## src/rtl/ram_arbiter.sv

```systemverilog
// ram_arbiter
//
// Two-master arbiter in front of an external asynchronous 8-bit SRAM.
// Port A (DMA engine) and port B (host/register bridge) each issue single
// byte reads or writes over a toggle handshake. Accesses are serialised
// onto the SRAM with a fixed number of wait states. When both ports are
// waiting, the port that was not served last wins.
//
// Ports
//   clk, reset            system clock, synchronous active-high reset
//   a_addr/a_d/a_we       port A address, write data, 1=write 0=read
//   a_req/a_ack           port A request/acknowledge toggles
//   a_q                   port A read data (held until the next A read)
//   b_*                   same set for port B
//   sram_a/sram_do        SRAM address and write data (registered)
//   sram_di               SRAM read data
//   sram_doe              drive sram_do onto the SRAM data bus
//   sram_ce_n/oe_n/we_n   SRAM strobes, active low (registered)
//   state_dbg             current FSM state (IDLE=0, ACCESS=1, RECOVER=2)
//
// Handshake: a port has a request pending while its req differs from its
// ack. Address, data and we are sampled on the grant edge, so the master may
// change them once the access has started. The arbiter completes a request
// by toggling ack so that it equals req again; for reads, q is valid from
// that same edge.
module ram_arbiter #(
    parameter int ram_a_bits  = 17,
    parameter int wait_cycles = 2
) (
    input  logic                  clk,
    input  logic                  reset,
    input  logic [ram_a_bits-1:0] a_addr,
    input  logic [7:0]            a_d,
    input  logic                  a_we,
    input  logic                  a_req,
    output logic                  a_ack,
    output logic [7:0]            a_q,
    input  logic [ram_a_bits-1:0] b_addr,
    input  logic [7:0]            b_d,
    input  logic                  b_we,
    input  logic                  b_req,
    output logic                  b_ack,
    output logic [7:0]            b_q,
    output logic [ram_a_bits-1:0] sram_a,
    output logic [7:0]            sram_do,
    input  logic [7:0]            sram_di,
    output logic                  sram_doe,
    output logic                  sram_ce_n,
    output logic                  sram_oe_n,
    output logic                  sram_we_n,
    output logic [1:0]            state_dbg
);

    localparam logic [1:0] IDLE    = 2'd0;
    localparam logic [1:0] ACCESS  = 2'd1;
    localparam logic [1:0] RECOVER = 2'd2;

    // cnt only ever holds wait_cycles-1 down to 0
    localparam int CW = $clog2(wait_cycles);

    logic [1:0]    state;
    logic [CW-1:0] cnt;
    logic          last_b;  // 1 when the most recent grant went to port B
    logic          cur_b;   // port currently in service
    logic          cur_we;  // operation currently in service
    logic          a_pend;
    logic          b_pend;
    logic          pick_b;

    assign a_pend    = a_req != a_ack;
    assign b_pend    = b_req != b_ack;
    assign state_dbg = state;

    // With both ports waiting the grant alternates away from the last winner,
    // so neither master can be held off for more than one access.
    always_comb begin
        pick_b = 1'b0;
        if (a_pend && b_pend) pick_b = ~last_b;
        else                  pick_b = b_pend;
    end

    always_ff @(posedge clk) begin
        if (reset) begin
            // Any pending request is dropped, not completed.
            a_ack     <= a_req;
            b_ack     <= b_req;
            a_q       <= 8'h00;
            b_q       <= 8'h00;
            sram_a    <= '0;
            sram_do   <= 8'h00;
            sram_doe  <= 1'b0;
            sram_ce_n <= 1'b1;
            sram_oe_n <= 1'b1;
            sram_we_n <= 1'b1;
            state     <= IDLE;
            last_b    <= 1'b1;
            cur_b     <= 1'b0;
            cur_we    <= 1'b0;
            cnt       <= '0;
        end else begin
            case (state)
                IDLE: begin
                    if (a_pend || b_pend) begin
                        cur_b     <= pick_b;
                        last_b    <= pick_b;
                        cur_we    <= pick_b ? b_we : a_we;
                        sram_a    <= pick_b ? b_addr : a_addr;
                        sram_ce_n <= 1'b0;
                        if (pick_b ? b_we : a_we) begin
                            sram_do   <= pick_b ? b_d : a_d;
                            sram_doe  <= 1'b1;
                            sram_we_n <= 1'b0;
                        end else begin
                            sram_oe_n <= 1'b0;
                        end
                        cnt   <= CW'(wait_cycles - 1);
                        state <= ACCESS;
                    end
                end

                ACCESS: begin
                    if (cnt == '0) begin
                        if (!cur_we) begin
                            if (cur_b) b_q <= sram_di;
                            else       a_q <= sram_di;
                        end
                        if (cur_b) b_ack <= ~b_ack;
                        else       a_ack <= ~a_ack;
                        sram_ce_n <= 1'b1;
                        sram_oe_n <= 1'b1;
                        sram_we_n <= 1'b1;
                        sram_doe  <= 1'b0;
                        state     <= RECOVER;
                    end else begin
                        cnt <= cnt - CW'(1);
                        // we_n rises one cycle before ce_n so the write data
                        // is still driven for a full hold cycle afterwards.
                        if (cnt == CW'(1)) sram_we_n <= 1'b1;
                    end
                end

                RECOVER: begin
                    // Bus turnaround; address and data registers hold.
                    state <= IDLE;
                end

                default: state <= IDLE;
            endcase
        end
    end

endmodule

```

## config.mk

```make
export PLATFORM = sky130hd
export DESIGN_NAME = ram_arbiter
export DESIGN_NICKNAME = d
export VERILOG_FILES = /design/src/rtl/ram_arbiter.sv
export SDC_FILE = /design/constraint.sdc
export NUM_CORES = 1
export LEC_CHECK = 0
export CAP_MARGIN = 25
export CORE_ASPECT_RATIO = 1.4
export CORE_UTILIZATION = 46
export CTS_BUF_LIST = sky130_fd_sc_hd__clkbuf_8
export CTS_CLUSTER_SIZE = 24
export DETAILED_ROUTE_END_ITERATION = 16
export PLACE_DENSITY_LB_ADDON = 0.2
export RECOVER_POWER = 25
export REMOVE_ABC_BUFFERS = 1
export SLEW_MARGIN = 0
export SYNTH_ARGS = -nofsm -noshare
export SYNTH_HDL_FRONTEND = slang
export SYNTH_SLANG_ARGS = --single-unit
```

## constraint.sdc

```tcl
create_clock -name clk -period 4 [get_ports clk]
set_input_delay 1 -clock clk [delete_from_list [all_inputs] [get_ports clk]]
set_output_delay 1 -clock clk [all_outputs]
set_load 0.05 [all_outputs]
```

==> summary.txt <==
Drt
  • DR vias: 2089
  • DR vias/cell: between 5 and 6
  • Drt drc: 0
  • Initial DRC count: a little under 70
  • Total Wirelength: between 5000 and 6000 microns
  • DR WL/cell: 14.7 microns
  • DR pass1 iterations: 4
  • Antenna violation net count after detailed routing: 0

Critical path
  • Bufs and invs on worst path: 2
  • Worst setup SP type: primary input
  • CP Capture Type: flip-flop
  • Crit Path Category: in -> reg
  • Slowest cell delay on critical path: between 1 and 1.5 ns
  • WP data required: 4.15 ns
  • Max Fanout on Critical Path: 29
  • Most used cell, CP: clkbuf_1
  • Critical Path AT: ~3.2 ns
  • Crit-path cells: clkbuf_1 -> clkbuf_1 -> nor2_1
  • Critical path's top delay family: buffers and inverters
  • Worst r2r src: a_ack
  • Slowest-stage cell, CP: clkbuf_1
  • Setup crit start: reset

Final layout
  • Nets: between 400 and 500
  • Multi-input logic area: ~1200 sq um
  • Layout area overhead: 50.8%
  • Share of cells above drive strength 1: 0.0641
  • Antenna Cells: 0
  • Fillers: 405
  • Seq. cell area: about 1100 sq um

Clock tree
  • Worst-path clk slew: around 0.090 ns
  • CTS-repair resized insts: 0
  • TritonCTS clock tree: done
  • Postcts setup bufs: 0
  • CTS Buffer Depth: 2
  • Clk Latency, worst-skew pair: approximately 0.3 ns
  • Clk sinks: 53
  • CTS root buffer: clkbuf_8
  • CTS Hold Buffers Added: 0
  • CTS buffer count: 5
  • H-tree levels: 2

Timing
  • Slew margin rel.: 0.00545
  • Fin crit share: 0.756
  • RSZ-0062 raised after global routing: false
  • Final hold vios: 0
  • Final WS setup: between 0.9 and 1 ns
  • Slew @ Worst Pin: 1.49 ns
  • Final Max Slew Viols: 0
  • Setup_tns: 0 ns
  • Post-route minimum period: between 3 and 4 ns
  • Max Freq: about 330 MHz
  • Worst Skew: 0.00489 ns
  • Setup violators final: 0

Synthesis
  • Top post-synthesis cells by count: 51 x dfxtp_1, 42 x mux2i_1, 38 x nor2_1
  • Unique cell type count in the Yosys netlist: 35
  • Yosys reg bits: 53
  • Async SR Flop Fraction: 0
  • Largest cells by area after synthesis: dfxtp_1 42%, mux2i_1 17%, nor2_1 5.9%
  • Mapped cell area: 2410 sq um
  • Post-Syn Area per Cell: 10.3 sq um
  • Register area share after synthesis: 0.448
  • Ys flop type: dfxtp_1
  • Syn Inst Count: 235
  • Area leader, netlist: dfxtp_1
  • Post-synth EDFFs: 2
  • Yosys top cell area share: 0.423
  • Yosys warning count: 0
  • Top-count cell post-synth: dfxtp_1

Global routing
  • Total grt overflow: 0
  • Number of global-route vias before repair: around 2100
  • GRT Overall Usage: 0.222
  • Initial antenna violation count: 0
  • First-pass GRT wire length: approximately 9700 microns
  • Largest net degree at the start of global routing: 38

Hold path
  • Min-Delay Path Class: reg -> reg
  • Hold path start: sram_doe

Die
  • Die ar.: approximately 5500 sq um
  • # IOs: around 110
  • FP Rows: 30
  • Die Height: around 90 microns
  • Die width: about 63 microns
  • Starting Density: 0.487
  • Core area: 4950 sq um

Run status
  • Status: finished, violations left
  • Failing checks: capacitance limit

Power and ir drop
  • Leakage power: roughly 1.4 nW
  • PwrDens: about 500 nW/um^2
  • Maximum VDD drop: between 200 and 300 uV

Placement
  • Dpl hpwl: around 4400 microns
  • Routability congestion estimate: between 0.7 and 0.8
  • Pre-CTS setup slack: 0.971 ns
  • Number of port buffers: 112

Run
  • Max Cap Violations: 1
logic make-up (layout without fill, tap and decap cells):
family | after synthesis | count (layout) | synth area share
buf+inv | 26 | 134 | 0.0607
simple gates | 64 | 64 | 0.129
compound gates | 46 | 46 | 0.167
flops | 53 | 53 | 0.448
mux | 42 | 42 | 0.174
xor+xnor | 4 | 4 | 0.0207
cell type report:
class	instances	share of cell area
sequential	53	0.297
timing repair buffer	115	0.312
multi-input combinational	156	0.326
tap	64	0.0220
inverter	11	0.0114
clock inverter	2	0.00929
clock buffer	6	0.0227
flip-flops by register name, summed over array words and instances, names as in the netlist, 2 cells and up:
register and count:
sram_a 17, b_q 8, state_dbg 2, sram_do 8
a_q 8
stage by stage:
stage	utilization	hold slack, ns	cells	instance area, sq um	power (mW)
floorplan	-	0.457	220	2310	1.22
global placement	0.713	0.445	399	3530	1.50
detailed placement	0.713	0.453	399	3530	1.51
CTS	0.737	0.470	407	3650	1.89
global route	0.734	0.493	407	3640	1.96
finish	0.734	0.464	407	3640	1.87
worst paths after layout:
path | cells after the start | to | slack, ns
min | 2 | sram_doe | 0.46
max | 3 | b_q[4] | 0.98
max reg2reg | 4 | sram_do[7] | 1.83
min reg2reg | 2 | sram_doe | 0.46
cells in the final DEF (no fill, tap or decap), drive strengths merged, types with 2 or more instances in the layout:
cell type      count
a21boi             2
a211oi            17
clkdlybuf4s50    110
o21ai              4
a21oi              5
xor2               2
edfxtp             2
dfxtp             51
buf                2
xnor2              2
nand2b            16
clkbuf             8
a211o              2
nor2              38
a21o               2
inv               12
mux2i             42
nand2              4
a221oi             8
power breakdown:
| part | internal [mW] | switching (mW) |
|---|---|---|
| Combinational | 0.317 | 0.506 |
| Clock | 0.202 | 0.172 |
| Sequential | 0.619 | 0.0525 |
| Total | 1.14 | 0.730 |
tightest hold or removal path, delay by kind of cell, from the launching register on:
family | cells | cell delay (ns)
AO/OA/AOI/OAI | 1 | 0.05
flip-flops | 1 | 0.32
AND/OR/NAND/NOR | 1 | 0.05
routing by layer:
layer / share of wire / track usage / up-vias
met5: 0 / 0 / -
met2: 0.49 / 0.403 / 81
met1: 0.42 / 0.251 / 958
li1: - / - / 1042
met4: 0.018 / 0.0744 / 0
met3: 0.068 / 0.0599 / 8
(Power assumes the default switching activity.)
